==> config.mk <==
export PLATFORM = sky130hd
export DESIGN_NAME = tod_ctrl_flat
export DESIGN_NICKNAME = d
export VERILOG_FILES = /design/src/rtl/tod_ctrl_if.sv /design/src/rtl/tod_ctrl.sv /design/src/flat_wrapper.sv
export SDC_FILE = /design/constraint.sdc
export NUM_CORES = 1
export LEC_CHECK = 0
export CAP_MARGIN = 20
export CORE_ASPECT_RATIO = 1.2
export CORE_MARGIN = 2
export CORE_UTILIZATION = 40
export CTS_CLUSTER_DIAMETER = 40
export DETAILED_ROUTE_END_ITERATION = 8
export SLEW_MARGIN = 5
export SYNTH_ARGS = -nofsm -noshare
export SYNTH_HDL_FRONTEND = slang
export SYNTH_SLANG_ARGS = --single-unit
==> constraint.sdc <==
create_clock -name clk -period 4.6 [get_ports clk]
set_clock_uncertainty 0.05 [all_clocks]
set_input_delay 0.92 -clock clk [delete_from_list [all_inputs] [get_ports clk]]
set_output_delay 0.92 -clock clk [all_outputs]
set_load 0.01 [all_outputs]
==> src/rtl/tod_ctrl_if.sv <==
// Register/tick bus between the register-file decode and the time-of-day controller.
// Master drives tick, configuration and register strobes; slave returns read data and the alarm pulse.
interface tod_ctrl_if;
  logic       tick;
  logic       sel50;
  logic       alarm_sel;
  logic       we;
  logic       re;
  logic [1:0] addr;
  logic [7:0] wdata;
  logic [7:0] rdata;
  logic       alarm_irq;

  modport master (
    output tick, sel50, alarm_sel, we, re, addr, wdata,
    input  rdata, alarm_irq
  );

  modport slave (
    input  tick, sel50, alarm_sel, we, re, addr, wdata,
    output rdata, alarm_irq
  );
endinterface

==> src/rtl/tod_ctrl.sv <==
// BCD time-of-day counter: prescaled 50/60 Hz tick, one-edge ripple carry, CPU write arbitration, hours read latch.
// Alarm storage, comparator and alarm_irq exist only when TOD_ALARM_EN is defined; otherwise alarm_irq is 0.
module tod_ctrl (
  input  logic       clk,
  input  logic       rst_n,
  tod_ctrl_if.slave  bus
);

  // Digits are held as full read-back bytes with unused bits forced to 0 by the write masks.
  localparam logic [7:0] TEN_MASK = 8'h0F;
  localparam logic [7:0] SEC_MASK = 8'h7F;
  localparam logic [7:0] MIN_MASK = 8'h7F;
  localparam logic [7:0] HR_MASK  = 8'h9F;

  logic [7:0] ten_q, sec_q, min_q, hr_q;
  logic [7:0] ten_d, sec_d, min_d, hr_d;
  logic [7:0] lat_ten_q, lat_sec_q, lat_min_q, lat_hr_q;
  logic [2:0] presc_q, presc_d;
  logic       running_q, running_d;
  logic       latched_q, latched_d;
  logic       capture;

  logic [2:0] term;
  logic       tick_en;
  logic       inc;
  logic       wr_time;
  logic [3:0] wr;
  logic       c_sec, c_min, c_hr;

  function automatic logic [7:0] inc_ten(input logic [7:0] v);
    if (v[3:0] == 4'd9) inc_ten = 8'h00;
    else                inc_ten = {4'h0, v[3:0] + 4'd1};
  endfunction

  function automatic logic [7:0] inc_60(input logic [7:0] v);
    if (v[3:0] != 4'd9)       inc_60 = {1'b0, v[6:4], v[3:0] + 4'd1};
    else if (v[6:4] == 3'd5)  inc_60 = 8'h00;
    else                      inc_60 = {1'b0, v[6:4] + 3'd1, 4'h0};
  endfunction

  // 11 -> 12 flips AM/PM; 12 -> 01 keeps it.
  function automatic logic [7:0] inc_hr(input logic [7:0] v);
    logic pm;
    pm = v[7];
    if (v[4:0] == 5'h11)       inc_hr = {~pm, 2'b00, 5'h12};
    else if (v[4:0] == 5'h12)  inc_hr = {pm, 2'b00, 5'h01};
    else if (v[3:0] == 4'd9)   inc_hr = {pm, 2'b00, 5'h10};
    else                       inc_hr = {pm, 2'b00, v[4], v[3:0] + 4'd1};
  endfunction

  assign term    = bus.sel50 ? 3'd4 : 3'd5;
  assign tick_en = bus.tick && running_q;
  assign inc     = tick_en && (presc_q == term);
  assign wr_time = bus.we && !bus.alarm_sel;

  always_comb begin
    wr = 4'b0000;
    if (wr_time) wr[bus.addr] = 1'b1;
  end

  // A written digit takes wdata and swallows its incoming carry; its own carry-out is 0.
  always_comb begin
    ten_d = ten_q;
    c_sec = 1'b0;
    if (wr[0]) begin
      ten_d = bus.wdata & TEN_MASK;
    end else if (inc) begin
      ten_d = inc_ten(ten_q);
      c_sec = (ten_q[3:0] == 4'd9);
    end

    sec_d = sec_q;
    c_min = 1'b0;
    if (wr[1]) begin
      sec_d = bus.wdata & SEC_MASK;
    end else if (c_sec) begin
      sec_d = inc_60(sec_q);
      c_min = (sec_q[6:0] == 7'h59);
    end

    min_d = min_q;
    c_hr  = 1'b0;
    if (wr[2]) begin
      min_d = bus.wdata & MIN_MASK;
    end else if (c_min) begin
      min_d = inc_60(min_q);
      c_hr  = (min_q[6:0] == 7'h59);
    end

    hr_d = hr_q;
    if (wr[3])     hr_d = bus.wdata & HR_MASK;
    else if (c_hr) hr_d = inc_hr(hr_q);
  end

  // A counter left above a shortened terminal by a sel50 change wraps without advancing tenths.
  always_comb begin
    presc_d = presc_q;
    if (wr[3]) begin
      presc_d = 3'd0;
    end else if (tick_en) begin
      if (presc_q >= term) presc_d = 3'd0;
      else                 presc_d = presc_q + 3'd1;
    end
  end

  always_comb begin
    running_d = running_q;
    if (wr[3])      running_d = 1'b0;
    else if (wr[0]) running_d = 1'b1;
  end

  always_comb begin
    capture   = bus.re && (bus.addr == 2'd3) && !latched_q;
    latched_d = latched_q;
    if (capture)                              latched_d = 1'b1;
    else if (bus.re && (bus.addr == 2'd0))    latched_d = 1'b0;
  end

  always_ff @(posedge clk or negedge rst_n) begin
    if (!rst_n) begin
      ten_q     <= 8'h00;
      sec_q     <= 8'h00;
      min_q     <= 8'h00;
      hr_q      <= 8'h01;
      presc_q   <= 3'd0;
      running_q <= 1'b1;
      latched_q <= 1'b0;
      lat_ten_q <= 8'h00;
      lat_sec_q <= 8'h00;
      lat_min_q <= 8'h00;
      lat_hr_q  <= 8'h00;
    end else begin
      ten_q     <= ten_d;
      sec_q     <= sec_d;
      min_q     <= min_d;
      hr_q      <= hr_d;
      presc_q   <= presc_d;
      running_q <= running_d;
      latched_q <= latched_d;
      if (capture) begin
        lat_ten_q <= ten_q;
        lat_sec_q <= sec_q;
        lat_min_q <= min_q;
        lat_hr_q  <= hr_q;
      end
    end
  end

  always_comb begin
    bus.rdata = 8'h00;
    case (bus.addr)
      2'd0:    bus.rdata = latched_q ? lat_ten_q : ten_q;
      2'd1:    bus.rdata = latched_q ? lat_sec_q : sec_q;
      2'd2:    bus.rdata = latched_q ? lat_min_q : min_q;
      default: bus.rdata = latched_q ? lat_hr_q  : hr_q;
    endcase
  end

`ifdef TOD_ALARM_EN
  logic [7:0] al_ten_q, al_sec_q, al_min_q, al_hr_q;
  logic       match_q;
  logic       irq_q;
  logic       wr_alarm;
  logic       eq;

  assign wr_alarm = bus.we && bus.alarm_sel;
  assign eq       = (ten_q == al_ten_q) && (sec_q == al_sec_q) &&
                    (min_q == al_min_q) && (hr_q == al_hr_q);

  always_ff @(posedge clk or negedge rst_n) begin
    if (!rst_n) begin
      al_ten_q <= 8'h00;
      al_sec_q <= 8'h00;
      al_min_q <= 8'h00;
      al_hr_q  <= 8'h00;
      match_q  <= 1'b0;
      irq_q    <= 1'b0;
    end else begin
      if (wr_alarm) begin
        case (bus.addr)
          2'd0:    al_ten_q <= bus.wdata & TEN_MASK;
          2'd1:    al_sec_q <= bus.wdata & SEC_MASK;
          2'd2:    al_min_q <= bus.wdata & MIN_MASK;
          default: al_hr_q  <= bus.wdata & HR_MASK;
        endcase
      end
      match_q <= eq;
      irq_q   <= eq && !match_q;
    end
  end

  assign bus.alarm_irq = irq_q;
`else
  assign bus.alarm_irq = 1'b0;
`endif

endmodule

==> src/flat_wrapper.sv <==
// flat-port wrapper written by rule: the top's interface ports become plain ports
module tod_ctrl_flat 
  (clk, rst_n, bus_tick, bus_sel50, bus_alarm_sel, bus_we, bus_re, bus_addr, bus_wdata, bus_rdata, bus_alarm_irq);
  tod_ctrl_if bus_i ();
  input  logic clk;
  input  logic rst_n;
  input wire logic [$bits(bus_i.tick)-1:0] bus_tick;
  input wire logic [$bits(bus_i.sel50)-1:0] bus_sel50;
  input wire logic [$bits(bus_i.alarm_sel)-1:0] bus_alarm_sel;
  input wire logic [$bits(bus_i.we)-1:0] bus_we;
  input wire logic [$bits(bus_i.re)-1:0] bus_re;
  input wire logic [$bits(bus_i.addr)-1:0] bus_addr;
  input wire logic [$bits(bus_i.wdata)-1:0] bus_wdata;
  output wire logic [$bits(bus_i.rdata)-1:0] bus_rdata;
  output wire logic [$bits(bus_i.alarm_irq)-1:0] bus_alarm_irq;
  assign bus_i.tick = bus_tick;
  assign bus_i.sel50 = bus_sel50;
  assign bus_i.alarm_sel = bus_alarm_sel;
  assign bus_i.we = bus_we;
  assign bus_i.re = bus_re;
  assign bus_i.addr = bus_addr;
  assign bus_i.wdata = bus_wdata;
  assign bus_rdata = bus_i.rdata;
  assign bus_alarm_irq = bus_i.alarm_irq;
  tod_ctrl u_core (.clk(clk), .rst_n(rst_n), .bus(bus_i));
endmodule
# After elaboration in Yosys (flattened, before gate mapping)
# Index checks and enable logic that the tools add are counted.
# word_totals
wordCells	103
mem_count	0
ramBits	0
output_inout_bits	9
latch_bits	0
regBits	69
romBits	0
# op_classes
n_div	0
muxes	38
reduce_logical	23
n_lt_le_gt_ge	3
eq_ne	16
addsub	7
n_shift	0
n_bitwise	1
n_mul	0
# ops
op	count
$mux W8	16
$pmux W8 S3	1
$add A4 B1 Y4 const B	4
$reduce_bool A2 Y1	8
$eq A7 B7 Y1 const B	2
$mux W7	2
$mux W1	12
$eq A5 B5 Y1 const B	2
$add A3 B1 Y3 const B	3
$mux W3	3
$eq A4 B4 Y1 const B	2
$mux W4	2
$ne A4 B4 Y1 const B	2
$reduce_and A2 Y1	4
$logic_and A1 B1 Y1	7
$eq A3 B3 Y1 const B	2
$mux W5	1
$eq A2 B2 Y1 const B	2
$ne A2 B1 Y1 const B	2
$reduce_bool A4 Y1	1
$eq A3 B3 Y1	1
$ge A3 B3 Y1	1
$lt A2 B3 Y1 const B	1
$demux W1 S2	1
other kinds (5)	6

# Logic depth before layout (Yosys ltp)
# Gate-level depths: netlist of run 1.
# depth
word_depth	12
depth_mapped	8

# Worst setup path after synthesis of run 1
# Ideal clock, no wire load.
# synth_timing
path_kind	input port to output port
from	input port bus_addr[0]
to	output port bus_rdata[2]
arrival_time_ns	2.037
setup_slack_ns	1.593
n_path_buf	2
stages	4
t_required_ns	3.630
path_cell_list	buf_6 -> buf_2 -> mux4_2 -> mux2_2
# synth_via
elab_chain_cells	2
word_cells_on_any_way	4
# synth_rtl
element	line	source
from (decl)	flat_wrapper.sv:12	input wire logic [$bits(bus_i.addr)-1:0] bus_addr;
$eq A2 B2 Y1, or another cell as far along	tod_ctrl.sv:151	case (bus.addr)
$pmux W8 S3 *	tod_ctrl.sv:151	
to (decl)	flat_wrapper.sv:14	output wire logic [$bits(bus_i.rdata)-1:0] bus_rdata;
# Mark *: on every way between the ends. The rest lies on a longest branch, timed or not.

# Final worst setup path of run 1
# layout_timing
from	input port bus_addr[0]
to	output port bus_rdata[3]
# Same word-level chain as after synthesis.

==> flow_summary_export.csv, run 1 <==
group,metric,value,unit
worst_setup_path,reg2regPathDepth,7,
grt,antenna_found_initial,0,
cells_and_area,multi_input_area,1710,um^2
sta,rsz0062_at_grt,"no",
floorplanning,ios,26,
power,p_leak,1.45,nW
sta,tightest_slew,0.745,ns
grt,overflow,0,
yosys,syn-num-nets,337,
worst_setup_path,r2r-end,"u_core.min_q[1]",
sta,min_period,4.19,ns
cells_and_area,drive_above_1_share,18.5,%
sta,hold_viol_final,0,
placement,place_ws,0.416,ns
cells_and_area,diodes,0,
yosys,synth_common_cells,"dfrtp_1, nand2_1, nor2_1, mux2_2, a21oi_1",
placement,place_inst,419,
routing,wl_met1,3280,um
worst_hold_path,hold_path_end,"u_core.lat_hr_q[4]",
cts,cts_resized,0,
yosys,yosysMostFrequentCell,"dfrtp_1",
worst_hold_path,holdPathStages,2,
sta,worst_slack,0.408,ns
worst_setup_path,worstPathRequired,3.63,ns
sta,fin_hold_ws,0.433,ns
power,peakVddDrop,0.166,mV
cells_and_area,n_fill_cell,724,
cts,cts_root_buf,"clkbuf_8",
grt,grt_pass1_wl,11800,um
power,p_per_area,402,nW/um^2
cts,cts_hold_buf,0,
cells_and_area,fin_util,46.0,%
routing,drc_errors,0,
yosys,synth_cell_types,61,
worst_hold_path,hp-class,"reg2reg",
sta,setup_tns,0,ns
routing,vias_per_cell,5.58,
cts,cts.clk_slew.worst_paths,0.09,ns
routing,top_layer,"met4",
cells_and_area,area_delta_synth_final,10.5,%
routing,dr.first_iter.drc_count,137,
yosys,yosys.area.top_type,"dfrtp_1",
cts,cts_sinks,53,
grt,grt_pass1_vias,2319,
floorplanning,core_area,7750,um^2
yosys,yosys_warnings,0,
worst_setup_path,r2r_setup_slack,2.33,ns
yosys,seq_area_frac_synth,41.1,%
floorplanning,die_h,102,um
sta,max_freq,0.239,GHz
placement,post-dp-hpwl,5100,um
run_status,run_status,"finished clean",
yosys,ys_ff_latch,53,
placement,io_buffer_count,24,
sta,drv_slew,0,
worst_setup_path,worst_setup_path_start_kind,"input pin",
routing,wire_per_inst,16.6,um
sta,max_slew_margin,49.9,%
routing,drt_wl_total,7090,um
yosys,mappedNetlistArea,3230,um^2
routing,drt_first_pass_iters,4,
yosys,synthCells,318,
floorplanning,rows,35,
worst_hold_path,hp-start,"u_core.lat_hr_q[4]",
worst_setup_path,critPathCaptureType,"output port",
cts,cts_tree,"built",
floorplanning,die_w,86.0,um
grt,grt_max_degree,54,
sta,period_share,91.1,%
run,max-cap-violations,0,
floorplanning,die_area,8810,um^2
yosys,synthTopCellsByArea,"dfrtp_1, mux2_2, mux4_2",
cells_and_area,nNetsFinal,353,
sta,setup_violations,0,
yosys,synth_top_area_share,39.5,%
cts,cts_max_level,2,
worst_setup_path,arrival,3.22,ns
cts,cts_buffers,5,
worst_setup_path,r2r_start,"u_core.presc_q[0]",
cts,insertion_delay,0.31,ns
routing,wl_met2,3440,um
cts,cts_setup_buffers,0,
routing,vias,2382,
yosys,synth_top_flop_cell,"dfrtp_1",
yosys,synth_edf_count,0,
grt,grtUsageTotal,17.3,%
routing,met3WireLength,193,um
yosys,synthArstFlopShare,100,%
placement,gp_congestion,0.796,
routing,drtAntennaViolNets,0,
cells_and_area,final-seq-area,1330,um^2
cts,clk_path_buf_depth,2,
worst_setup_path,critPathMaxFanout,10,
worst_setup_path,path_class,"in2out",
cells_and_area,fin_cells,427,
floorplanning,start_util,41.7,%
yosys,synth_area_per_cell,10.2,um^2
[report_power, final]
group | internal (mW) | total (mW) | leakage [nW] | switching, mW
combinational | 0.249 | 0.432 | 0.793 | 0.184
sequential | 0.602 | 0.744 | 0.619 | 0.142
clock | 0.109 | 0.259 | 0.0395 | 0.150
[registers in the layout, summed over array words and instances (netlist names)]
signal            cells
u_core.hr_q           6
u_core.lat_hr_q       6
u_core.lat_min_q      7
u_core.lat_sec_q      7
u_core.lat_ten_q      4
u_core.latched_q      1
u_core.min_q          7
u_core.presc_q        3
u_core.running_q      1
u_core.sec_q          7
u_core.ten_q          4
[metrics by stage]
stage	instance area (um^2)	total power [mW]
2_1_floorplan	3230	1.05
3_3_place_gp	3490	1.17
3_5_place_dp	3490	1.19
4_1_cts	3570	1.45
5_1_grt	3570	1.54
6_report	3570	1.44
[critical path: stages]
cell             delay (ns)
clkdlybuf4s50_1        0.94
mux4_2                 0.60
mux2_2                 0.28
clkdlybuf4s50_1        0.48
[layout by cell type, fill, tap and decap left out, types with 4 or more instances in the layout]
cell type and n:
o21ai_1 4, clkdlybuf4s50_1 23, nand2_1 32, dfrtp_1 51, o21ai_0 16, xnor2_1 7, nand4b_1 5, nand2b_1 4
clkbuf_8 5, nor2b_1 6, buf_4 9, nand3_1 10, inv_1 9, nor2_1 28, nor3_1 7, mux2_2 23
mux2i_1 9, a21oi_1 22, mux4_2 9
[routing by layer]
layer	GRT usage [%]	up-vias
met4	6.59	0
met3	2.91	10
li1	-	1169
met1	22.9	1167
met5	0	-
met2	28.4	36
[cell families (layout without fill, tap and decap cells)]
kind of cell	count (synthesis)	after routing	synth area share, %
other	1	1	0.116
multiplexers	42	42	17.4
flip-flops	53	53	41.1
AND/OR/NAND/NOR	119	119	21.3
adder cells (fa/ha/maj)	2	2	0.774
buffers and inverters	33	50	6.00
AO/OA/AOI/OAI	58	58	10.5
XOR/XNOR	10	10	2.71
[worst max path at each step]
stage	cells after the start	start	endpoint
floorplan	4	bus_addr[0]	bus_rdata[2]
detailed placement	4	bus_addr[0]	bus_rdata[3]
global route	6	bus_addr[0]	bus_rdata[6]
finish	4	bus_addr[0]	bus_rdata[3]
CTS	4	bus_addr[0]	bus_rdata[3]
global placement	4	bus_addr[0]	bus_rdata[0]
[final cells by class]
type                    count  share of cell area (%)
multi-input cells         232                    47.9
flip-flops and latches     53                    37.2
repair buffers             33                    8.49
well taps                  92                    3.23
clock buffers               8                    2.24
inverters                   9                   0.947
Note: power is estimated with default switching activity, not from simulation.
==> run 2: changes to the inputs <==
- MAX_ROUTING_LAYER: default -> met4
==> flow_summary_export.csv, run 2 (synthesized netlist as in run 1, its figures left out) <==
group,metric,value,unit
floorplanning,die_area,8810,um^2
sta,tightest_slew,0.745,ns
sta,worst_slack,0.404,ns
grt,grtUsageTotal,17.9,%
sta,rsz0062_at_grt,"no",
power,peakVddDrop,0.166,mV
cells_and_area,fin_util,46.0,%
worst_setup_path,slowest_delay,0.95,ns
cts,cts_tree,"built",
routing,drt_first_pass_iters,4,
cells_and_area,final_common_cell,"dfrtp_1",
cts,cts_hold_buf,0,
cells_and_area,nNetsFinal,353,
grt,use_met2,28.7,%
power,sw_frac_of_total,33.2,%
run,max-cap-violations,0,
cts,cts.clk_slew.worst_paths,0.09,ns
cts,cts_sinks,53,
cts,cts_setup_buffers,0,
cts,cts_resized,0,
worst_setup_path,crit_slowest_cell,"clkdlybuf4s50_1",
sta,max_slew_margin,50.0,%
worst_setup_path,worstPathRequired,3.63,ns
grt,grt_max_degree,54,
cells_and_area,area_delta_synth_final,10.5,%
grt,overflow,0,
floorplanning,rows,35,
grt,grt_pass1_vias,2329,
power,p_clk_share,18.2,%
cells_and_area,multi_input_area,1710,um^2
grt,antenna_found_initial,0,
cells_and_area,final_cell_mix,"dfrtp_1, nand2_1, nor2_1, mux2_2, clkdlybuf4s50_1",
sta,hold_viol_final,0,
power,p_leak,1.45,nW
routing,drtAntennaViolNets,0,
cts,cts_buffers,5,
power,pwr-share-comb,30.1,%
placement,place_ws,0.416,ns
cells_and_area,final-seq-area,1330,um^2
cts,cts_root_buf,"clkbuf_8",
grt,top_usage_layer,"met2",
routing,drc_errors,0,
worst_setup_path,path_class,"in2out",
cells_and_area,n_fill_cell,724,
placement,dpl-instance-area,3490,um^2
sta,setup_tns,0,ns
sta,min_period,4.20,ns
worst_setup_path,worst_setup_path_start_kind,"input pin",
cts,clk_path_buf_depth,2,
power,total_power,1.44,mW
sta,drv_slew,0,
cts,cts_max_level,2,
worst_setup_path,critPathMaxFanout,10,
sta,setup_violations,0,
power,p_seq_share,51.7,%
routing,wire_per_inst,16.6,um
placement,gp_congestion,0.807,
routing,vias,2383,
worst_hold_path,hp-class,"reg2reg",
worst_setup_path,crit_top_cell,"clkdlybuf4s50_1",
grt,grt_util_met1,22.9,%
routing,dr.first_iter.drc_count,136,
routing,drt_wl_total,7070,um
worst_setup_path,critical_path_buf_inv_count,2,
power,p_int,959,uW
cells_and_area,diodes,0,
worst_setup_path,arrival,3.23,ns
floorplanning,ios,26,
run_status,run_status,"finished clean",
sta,max_freq,0.238,GHz
placement,io_buffer_count,24,
floorplanning,core_area,7750,um^2
grt,met3_usage,2.75,%
worst_setup_path,critPathTopFamily,"buffers and inverters",
cells_and_area,drive_above_1_share,18.5,%
cells_and_area,fin_cells,427,
floorplanning,start_util,41.7,%
floorplanning,die_h,102,um
placement,post-dp-hpwl,5100,um
floorplanning,die_w,86.0,um
cells_and_area,fin_area,3570,um^2
worst_setup_path,critPathCaptureType,"output port",
sta,period_share,91.2,%
worst_setup_path,path_cells,"clkdlybuf4s50_1 > mux4_2 > mux2_2 > clkdlybuf4s50_1",
sta,fin_hold_ws,0.432,ns
routing,vias_per_cell,5.58,
placement,place_inst,419,
cts,insertion_delay,0.31,ns
grt,grt_pass1_wl,11800,um
power,p_per_area,403,nW/um^2
power,p_switching,477,uW
run 2: power groups by stage:
stage                     combinational [mW]  clock, mW  sequential, mW
after floorplan                        0.371          0           0.681
after global placement                 0.424          0           0.750
after detailed placement               0.435          0           0.754
after CTS                              0.437      0.267           0.744
after global routing                   0.485      0.285           0.766
final                                  0.432      0.261           0.743
run 2: worst paths after layout:
kind                                    start                  end  slack (ns)  depth (start not counted)
max                               bus_addr[0]         bus_rdata[3]        0.40                          4
min                        u_core.lat_hr_q[4]   u_core.lat_hr_q[4]        0.43                          2
max reg2reg                 u_core.presc_q[0]       u_core.hr_q[1]        2.32                          7
min reg2reg                u_core.lat_hr_q[4]   u_core.lat_hr_q[4]        0.43                          2
max in group asynchronous               rst_n  u_core.lat_sec_q[4]        3.34                          2
min in group asynchronous               rst_n    u_core.presc_q[0]        0.68                          2
run 2: layer usage:
metal  wire length [um]  part of all wire (%)  up-vias
li1                   -                     -     1166
met1               3280                    46     1171
met2               3430                    48       36
met5                  0                     0        -
met4                173                   2.4        0
met3                184                   2.6       10
run 2: final cells by class:
type                            count  share of cell area (%)
Multi-Input combinational cell    232                    47.9
Sequential cell                    53                    37.2
Timing Repair Buffer               33                    8.49
Tap cell                           92                    3.23
Clock buffer                        8                    2.24
Inverter                            9                   0.947
run 2: worst min-delay path, delay by kind of cell, from the launching register on:
kind	cells	cell delay, ns
flip-flops	1	0.35
AND/OR/NAND/NOR	1	0.05
AO/OA/AOI/OAI	1	0.06
==> run 3: changes to the inputs <==
- CORE_ASPECT_RATIO: 1.2 -> 0.9
==> flow_summary_export.csv, run 3 (synthesized netlist as in run 1, its figures left out) <==
group,metric,value,unit
cells_and_area,n_fill_cell,771,
power,pwr-share-comb,28.6,%
cts,clk_path_buf_depth,2,
cts,cts_setup_buffers,0,
cts,cts_resized,0,
worst_setup_path,path_cells,"clkdlybuf4s50_1 > buf_4 > mux4_2 > mux2_2 > clkdlybuf4s50_1",
grt,grt_max_degree,54,
routing,vias_per_cell,5.55,
cells_and_area,diodes,0,
placement,post-dp-hpwl,5230,um
cells_and_area,drive_above_1_share,18.9,%
worst_setup_path,critPathMaxFanout,20,
power,peakVddDrop,0.163,mV
run,max-cap-violations,0,
worst_setup_path,worstPathRequired,3.63,ns
worst_setup_path,crit_top_cell,"clkdlybuf4s50_1",
placement,gp_congestion,0.833,
cts,cts_max_level,2,
cells_and_area,final-seq-area,1330,um^2
sta,tightest_slew,0.761,ns
worst_setup_path,r2r_start,"u_core.presc_q[0]",
cts,cts_sinks,53,
power,p_int,1.03,mW
cts,insertion_delay,0.30,ns
grt,grt_pass1_vias,2261,
routing,drc_errors,0,
grt,antenna_found_initial,0,
cts,cts_tree,"built",
sta,period_share,84.9,%
grt,overflow,0,
sta,min_period,3.91,ns
worst_hold_path,hp-class,"reg2reg",
sta,setup_tns,0,ns
worst_setup_path,critPathCaptureType,"output port",
sta,rsz0062_at_grt,"no",
routing,wire_per_inst,16.7,um
power,p_per_area,418,nW/um^2
worst_hold_path,hp-start,"u_core.lat_min_q[2]",
power,p_seq_share,49.5,%
placement,dpl-instance-area,3490,um^2
routing,vias,2405,
worst_setup_path,worst_setup_path_start_kind,"input pin",
cts,cts_hold_buf,0,
power,sw_frac_of_total,31.9,%
power,p_switching,481,uW
routing,dr.first_iter.drc_count,100,
floorplanning,core_area,7950,um^2
cts,cts.clk_slew.worst_paths,0.09,ns
cells_and_area,final_cell_mix,"dfrtp_1, nand2_1, nor2_1, mux2_2, clkdlybuf4s50_1",
routing,drt_wl_total,7210,um
floorplanning,rows,31,
routing,drt_first_pass_iters,4,
cells_and_area,multi_input_area,1710,um^2
placement,io_buffer_count,24,
floorplanning,die_area,8810,um^2
sta,worst_slack,0.694,ns
worst_setup_path,slowest_delay,0.55,ns
sta,setup_violations,0,
cells_and_area,area_delta_synth_final,11.6,%
cells_and_area,fin_area,3610,um^2
sta,max_freq,0.256,GHz
run_status,run_status,"finished clean",
floorplanning,start_util,40.6,%
sta,drv_slew,0,
placement,place_ws,0.680,ns
grt,grtUsageTotal,18.1,%
power,p_clk_share,21.9,%
routing,drtAntennaViolNets,0,
grt,grt_pass1_wl,12100,um
floorplanning,ios,26,
floorplanning,die_w,98.7,um
worst_setup_path,crit_slowest_cell,"mux4_2",
cells_and_area,final_common_cell,"dfrtp_1",
power,p_leak,1.47,nW
worst_setup_path,arrival,2.94,ns
cts,cts_buffers,5,
cells_and_area,nNetsFinal,352,
sta,max_slew_margin,48.9,%
cts,cts_root_buf,"clkbuf_8",
worst_setup_path,startpoint,"bus_addr[0]",
sta,hold_viol_final,0,
floorplanning,die_h,89.3,um
worst_setup_path,path_class,"in2out",
==> run 3: layout make-up <==
cell class	count	share of cell area, %
Timing Repair Buffer	32	8.19
Clock buffer	7	2.39
Sequential cell	53	36.8
Tap cell	99	3.44
Clock inverter	1	0.833
Inverter	9	0.937
Multi-Input combinational cell	232	47.4
==> run 3: worst paths after layout <==
check	end	slack, ns	cells past startpoint
worst min register to register	u_core.lat_min_q[2]	0.44	2
worst max-delay path	bus_rdata[2]	0.69	5
max in group asynchronous	u_core.hr_q[4]	3.36	2
worst min-delay path	u_core.lat_min_q[2]	0.44	2
worst max register to register	u_core.min_q[3]	2.25	7
min in group asynchronous	u_core.lat_ten_q[0]	0.68	2
==> run 3: critical path: cells and delay by family <==
kind                   cells  cell delay, ns
multiplexers               2            0.82
buffers and inverters      3            1.19
==> run 3: per-stage QoR <==
| stage | hold WS [ns] | util, % | total power, mW | instances |
|---|---|---|---|---|
| after floorplan | 0.395 | - | 1.05 | 318 |
| after global placement | 0.416 | 43.9 | 1.17 | 425 |
| after detailed placement | 0.424 | 43.9 | 1.19 | 425 |
| after CTS | 0.445 | 45.4 | 1.52 | 433 |
| after global routing | 0.479 | 45.4 | 1.61 | 433 |
| final | 0.445 | 45.4 | 1.51 | 433 |
==> run 3: power groups by stage <==
| stage | Clock, mW | Sequential (mW) | Combinational [mW] |
|---|---|---|---|
| floorplan | 0 | 0.681 | 0.371 |
| CTS | 0.340 | 0.747 | 0.435 |
| global route | 0.359 | 0.770 | 0.480 |
| detailed placement | 0 | 0.757 | 0.432 |
| finish | 0.330 | 0.747 | 0.431 |
| global placement | 0 | 0.751 | 0.422 |
==> run 3: layer usage <==
layer	track usage, %	vias to the layer above	wire length, um
met4	3.86	0	50
li1	-	1165	-
met2	29.1	49	3430
met1	24.7	1186	3360
met5	-	-	0
met3	2.89	5	363
